===== config.mk =====
export PLATFORM = sky130hd
export DESIGN_NAME = seq_adder_n
export DESIGN_NICKNAME = d
export VERILOG_FILES = /design/src/rtl/seq_adder_n.sv
export SDC_FILE = /design/constraint.sdc
export NUM_CORES = 1
export LEC_CHECK = 0
export ABC_CLOCK_PERIOD_IN_PS = 7200
export CAP_MARGIN = 5
export CORE_MARGIN = 5
export CORE_UTILIZATION = 30
export DETAILED_ROUTE_END_ITERATION = 6
export GPL_ROUTABILITY_DRIVEN = 0
export PLACE_DENSITY = 0.5
export SLEW_MARGIN = 20
export SYNTH_ARGS = -nofsm -noshare
export SYNTH_HDL_FRONTEND = slang
export SYNTH_SLANG_ARGS = --single-unit

===== constraint.sdc =====
create_clock -name clk -period 7.2 [get_ports clk]
set_input_delay 1.44 -clock clk [delete_from_list [all_inputs] [get_ports clk]]
set_output_delay 1.44 -clock clk [all_outputs]
set_load 0.05 [all_outputs]

===== src/rtl/seq_adder_n.sv =====
// seq_adder_n: multi-cycle WIDTH-bit adder that processes CHUNK bits per clock,
// chaining one CHUNK-bit adder slice through a registered carry.
// Valid/ready handshake on both the operand and the result side.
//
// Optional feature (compile-time macro SEQ_ADDER_SUB_EN):
//   adds input 'sub' (a - b when high, cin ignored) and output 'ovf'
//   (signed overflow of the final result). Without the macro the block is a
//   pure adder and neither port exists.
//
// WIDTH must be an integer multiple of CHUNK, with 1 <= CHUNK <= WIDTH.

module seq_adder_n #(
  parameter int unsigned WIDTH = 16,
  parameter int unsigned CHUNK = 4
) (
  input  logic             clk,
  input  logic             rst_n,
  input  logic             in_valid,
  output logic             in_ready,
  input  logic [WIDTH-1:0] a,
  input  logic [WIDTH-1:0] b,
  input  logic             cin,
`ifdef SEQ_ADDER_SUB_EN
  input  logic             sub,
  output logic             ovf,
`endif
  output logic             out_valid,
  input  logic             out_ready,
  output logic [WIDTH-1:0] sum,
  output logic             cout,
  output logic             busy
);

  localparam int unsigned NCH  = WIDTH / CHUNK;
  localparam int unsigned IDXW = (NCH > 1) ? $clog2(NCH) : 1;
  localparam logic [IDXW-1:0] LastIdx = IDXW'(NCH - 1);

  typedef enum logic [1:0] {
    StIdle,
    StRun,
    StDone
  } state_e;

  state_e           state_q;
  logic [WIDTH-1:0] a_q;
  logic [WIDTH-1:0] b_q;
  logic             carry_q;
  logic [IDXW-1:0]  idx_q;

  logic [CHUNK-1:0] a_chunk;
  logic [CHUNK-1:0] b_chunk;
  logic [CHUNK-1:0] s_chunk;
  logic             c_chunk;
  logic             last_chunk;
`ifdef SEQ_ADDER_SUB_EN
  logic             ovf_chunk;
`endif

  // One CHUNK-bit slice of the add, selected by the chunk index.
  always_comb begin
    a_chunk = a_q[idx_q*CHUNK +: CHUNK];
    b_chunk = b_q[idx_q*CHUNK +: CHUNK];
    {c_chunk, s_chunk} = {1'b0, a_chunk} + {1'b0, b_chunk} + {{CHUNK{1'b0}}, carry_q};
    last_chunk = (idx_q == LastIdx);
`ifdef SEQ_ADDER_SUB_EN
    // Carry into the MSB is recovered from the MSB sum bit; only meaningful
    // on the last chunk, where the MSB of the slice is the MSB of the word.
    ovf_chunk = c_chunk ^ (a_chunk[CHUNK-1] ^ b_chunk[CHUNK-1] ^ s_chunk[CHUNK-1]);
`endif
  end

  // Control FSM with registered handshake outputs and datapath registers.
  always_ff @(posedge clk or negedge rst_n) begin
    if (!rst_n) begin
      state_q   <= StIdle;
      a_q       <= '0;
      b_q       <= '0;
      carry_q   <= 1'b0;
      idx_q     <= '0;
      in_ready  <= 1'b1;
      out_valid <= 1'b0;
      busy      <= 1'b0;
      sum       <= '0;
      cout      <= 1'b0;
`ifdef SEQ_ADDER_SUB_EN
      ovf       <= 1'b0;
`endif
    end else begin
      unique case (state_q)
        StIdle: begin
          if (in_valid && in_ready) begin
            a_q <= a;
`ifdef SEQ_ADDER_SUB_EN
            // a - b computed as a + ~b + 1.
            b_q     <= sub ? ~b : b;
            carry_q <= sub | cin;
`else
            b_q     <= b;
            carry_q <= cin;
`endif
            idx_q    <= '0;
            in_ready <= 1'b0;
            busy     <= 1'b1;
            state_q  <= StRun;
          end
        end
        StRun: begin
          // Unwritten chunks of sum keep their previous contents.
          sum[idx_q*CHUNK +: CHUNK] <= s_chunk;
          carry_q <= c_chunk;
          idx_q   <= idx_q + 1'b1;
          if (last_chunk) begin
            cout      <= c_chunk;
`ifdef SEQ_ADDER_SUB_EN
            ovf       <= ovf_chunk;
`endif
            out_valid <= 1'b1;
            state_q   <= StDone;
          end
        end
        StDone: begin
          if (out_ready) begin
            out_valid <= 1'b0;
            in_ready  <= 1'b1;
            busy      <= 1'b0;
            state_q   <= StIdle;
          end
        end
        default: begin
          out_valid <= 1'b0;
          in_ready  <= 1'b1;
          busy      <= 1'b0;
          state_q   <= StIdle;
        end
      endcase
    end
  end

endmodule


==> impl_metrics.json <==
{
  "outcome": "finished, final reports clean",
  "grt_pass1_vias": 1818,
  "maxCapViolations": 0,
  "post_cts_resized": 0,
  "synth_most_common_cell": "dfrtp_1",
  "tightestPinTransition_ps": 746,
  "clock_latency_ps": 320,
  "cp-end-kind": "register",
  "rr_worst_depth": 7,
  "ys_ff_latch": 57,
  "cpMostUsedCell": "fa_1",
  "criticalPathCategory": "reg2reg",
  "finalSetupTns_ps": 0,
  "viasPerCell": 4.64,
  "synth_top_area_frac": 0.531,
  "io_pins": 57,
  "period_needed_ps": 3160,
  "synthArstFlopShare": 1.00,
  "post-cts-setup-buffers": 0,
  "cp_cell_sequence": "mux4_2 -> fa_1 -> fa_1 -> a21o_1 -> a21oi_1 -> nor2_1 -> a221o_1",
  "hold_depth": 1,
  "ir_worst_vdd_mv": 0.180,
  "start_util": 0.306,
  "drtPass1Iterations": 4,
  "fmax_mhz": 316,
  "total_power_mw": 1.59,
  "synthTopCellsByArea": "dfrtp_1, mux2_2, mux4_2, ha_1, a22o_1",
  "cts_buffers": 9,
  "io_buffer_count": 56,
  "ys_types": 32,
  "synth_nets": 229,
  "setup_viol": 0,
  "drv_slew": 0,
  "crit_arrival_ps": 3360,
  "grt_max_degree": 58,
  "chipHeight_um": 104,
  "fin_hold_ws_ps": 486,
  "hold_viol": 0,
  "vias": 1646,
  "yosysWarnings": 0,
  "synth_area_mm2": 0.00264,
  "ys_seq_area_frac": 0.541,
  "die_width_um": 104,
  "start_kind": "register",
  "cts_tree": "yes",
  "nNetsFinal": 291,
  "grt-ovfl-total": 0,
  "routedWlPerCell_um": 15.1,
  "rrSetupSlack_ps": 4040,
  "rows": 34,
  "cpPeakStageDelay_ps": 830,
  "rsz0062_at_grt": "false",
  "min_path_type": "reg2reg",
  "crit_slowest_cell": "dfrtp_1",
  "drc": 0,
  "rr_startpoint": "idx_q[0]",
  "worstPathRequired_ps": 7400,
  "cts.clk_slew.worst_paths_ps": 60,
  "synth-edff-count": 0,
  "worst_clock_skew_ps": 8.84,
  "maxSlewHeadroom": 0.503,
  "cts.path.max_buffers": 2,
  "ant_nets": 0,
  "dieArea_mm2": 0.0108,
  "final-instance-count-excl-fill": 355,
  "powerDensity_mw_per_mm2": 461,
  "leakagePower_nw": 1.49,
  "core_area_mm2": 0.00864,
  "worstHoldStart": "a_q[14]",
  "drt-total-wl_um": 5360,
  "syn-instance-count": 181,
  "cts_hold_buffers": 0,
  "avgSynthCellArea_um2": 14.6,
  "grt_pass1_wl_um": 9090,
  "cts_sinks": 57,
  "cp_max_fo": 14,
  "h-tree-depth": 3,
  "synth_top_area_cell": "dfrtp_1",
  "diodes": 0,
  "grt_usage": 0.106,
  "root_buffer": "clkbuf_8",
  "min_period_over_period": 0.439,
  "synth_flop_cell": "dfrtp_1",
  "worstHoldEndpoint": "a_q[14]",
  "yosys-top-cells-count": "dfrtp_1, mux2_2, a22o_1, ha_1, nand2_1",
  "dp.cells": 340,
  "hpwlAfterDp_um": 3760,
  "antenna_found_initial": 0,
  "drive_gt1_frac": 0.267,
  "syn2layout_area_growth_pct": 31.2,
  "r2r-end": "carry_q",
  "initialDrtViolationCount": 39,
  "fillers": 833
}
placed cells by master, fill, tap and decap left out:
master | netlist | routed
a21oi_1 | 5 | 5
o22a_1 | 1 | 1
nand3b_4 | 1 | 1
nand2_2 | 4 | 4
inv_1 | 4 | 4
and2b_4 | 1 | 1
clkbuf_8 | 0 | 12
fa_1 | 2 | 2
or3_4 | 1 | 1
nand3_1 | 1 | 1
o21ai_0 | 2 | 2
a22o_1 | 12 | 12
clkdlybuf4s50_1 | 0 | 55
or3_1 | 2 | 2
nor2_8 | 1 | 1
nor2_1 | 5 | 5
a221o_1 | 1 | 1
mux2_1 | 4 | 4
nand2_1 | 9 | 9
a21o_1 | 3 | 3
buf_2 | 0 | 1
dfrtp_1 | 56 | 56
clkinv_2 | 0 | 3
nor2_2 | 2 | 2
dfstp_2 | 1 | 1
o31ai_1 | 5 | 5
ha_1 | 9 | 9
nand2b_1 | 1 | 1
mux2_2 | 29 | 29
o22ai_1 | 2 | 2
nor2_4 | 1 | 1
mux4_2 | 8 | 8
xnor2_1 | 2 | 2
buf_4 | 1 | 1
kinds of logic (layout without fill, tap and decap cells):
logic type / after synthesis / after routing / synth area share
adders and majority gates: 11 / 11 / 0.0578
and+or+nand+nor: 29 / 29 / 0.0706
DFF: 57 / 57 / 0.541
buffers and inverters: 10 / 76 / 0.0270
muxes: 41 / 41 / 0.209
AOI/OAI and AO/OA: 31 / 31 / 0.0877
xor gates and xnor gates: 2 / 2 / 0.00664
cell type report:
cell class | instances | area (um^2) | share of cell area
clock inverter | 3 | 15.0 | 0.00434
multi-input combinational | 114 | 1140 | 0.329
inverter | 4 | 15.0 | 0.00434
clock buffer | 12 | 165 | 0.0477
tap | 108 | 135 | 0.0390
timing repair buffer | 57 | 563 | 0.163
sequential | 57 | 1430 | 0.413
worst max path at each step:
stage                   from  endpoint
CTS                 idx_q[0]   carry_q
floorplan           idx_q[0]   carry_q
detailed placement  idx_q[0]   carry_q
global placement    idx_q[0]   carry_q
finish              idx_q[0]   carry_q
global route        idx_q[0]   carry_q
through the flow:
| stage | area, um^2 | setup slack (ps) | utilization |
|---|---|---|---|
| floorplan | 2640 | 4520 | - |
| global placement | 3280 | 3990 | 0.380 |
| detailed placement | 3280 | 3990 | 0.380 |
| CTS | 3460 | 3970 | 0.401 |
| global route | 3460 | 3820 | 0.401 |
| finish | 3460 | 4040 | 0.401 |
flip-flops by register name, indices dropped and copies added, names as in the netlist:
signal and flops:
carry_q 1, in_ready 1, idx_q 2, out_valid 1, a_q 16, cout 1, busy 1, b_q 16
sum 16, state_q 2
power by group:
| group | leakage (nW) | total, mW | switching [mW] | internal [mW] |
|---|---|---|---|---|
| clock network | 0.0980 | 0.272 | 0.123 | 0.149 |
| registers | 0.720 | 0.553 | 0.102 | 0.451 |
| logic | 0.675 | 0.770 | 0.420 | 0.349 |
layer usage:
layer	routed length [um]	share of wire	track usage	vias up
met1	2600	0.48	0.151	800
met2	2390	0.45	0.146	47
met3	315	0.059	0.0336	5
met5	0	0	0	-
li1	-	-	-	794
met4	60	0.011	0.0472	0
worst max-delay path, delay by kind of cell, from the launching register on:
kind / cells / cell delay [ps]
flops: 1 / 830
simple gates: 1 / 70
fa+ha+maj: 2 / 850
mux: 1 / 620
compound gates: 3 / 670
No activity file was read; power rests on OpenSTA's default activity.
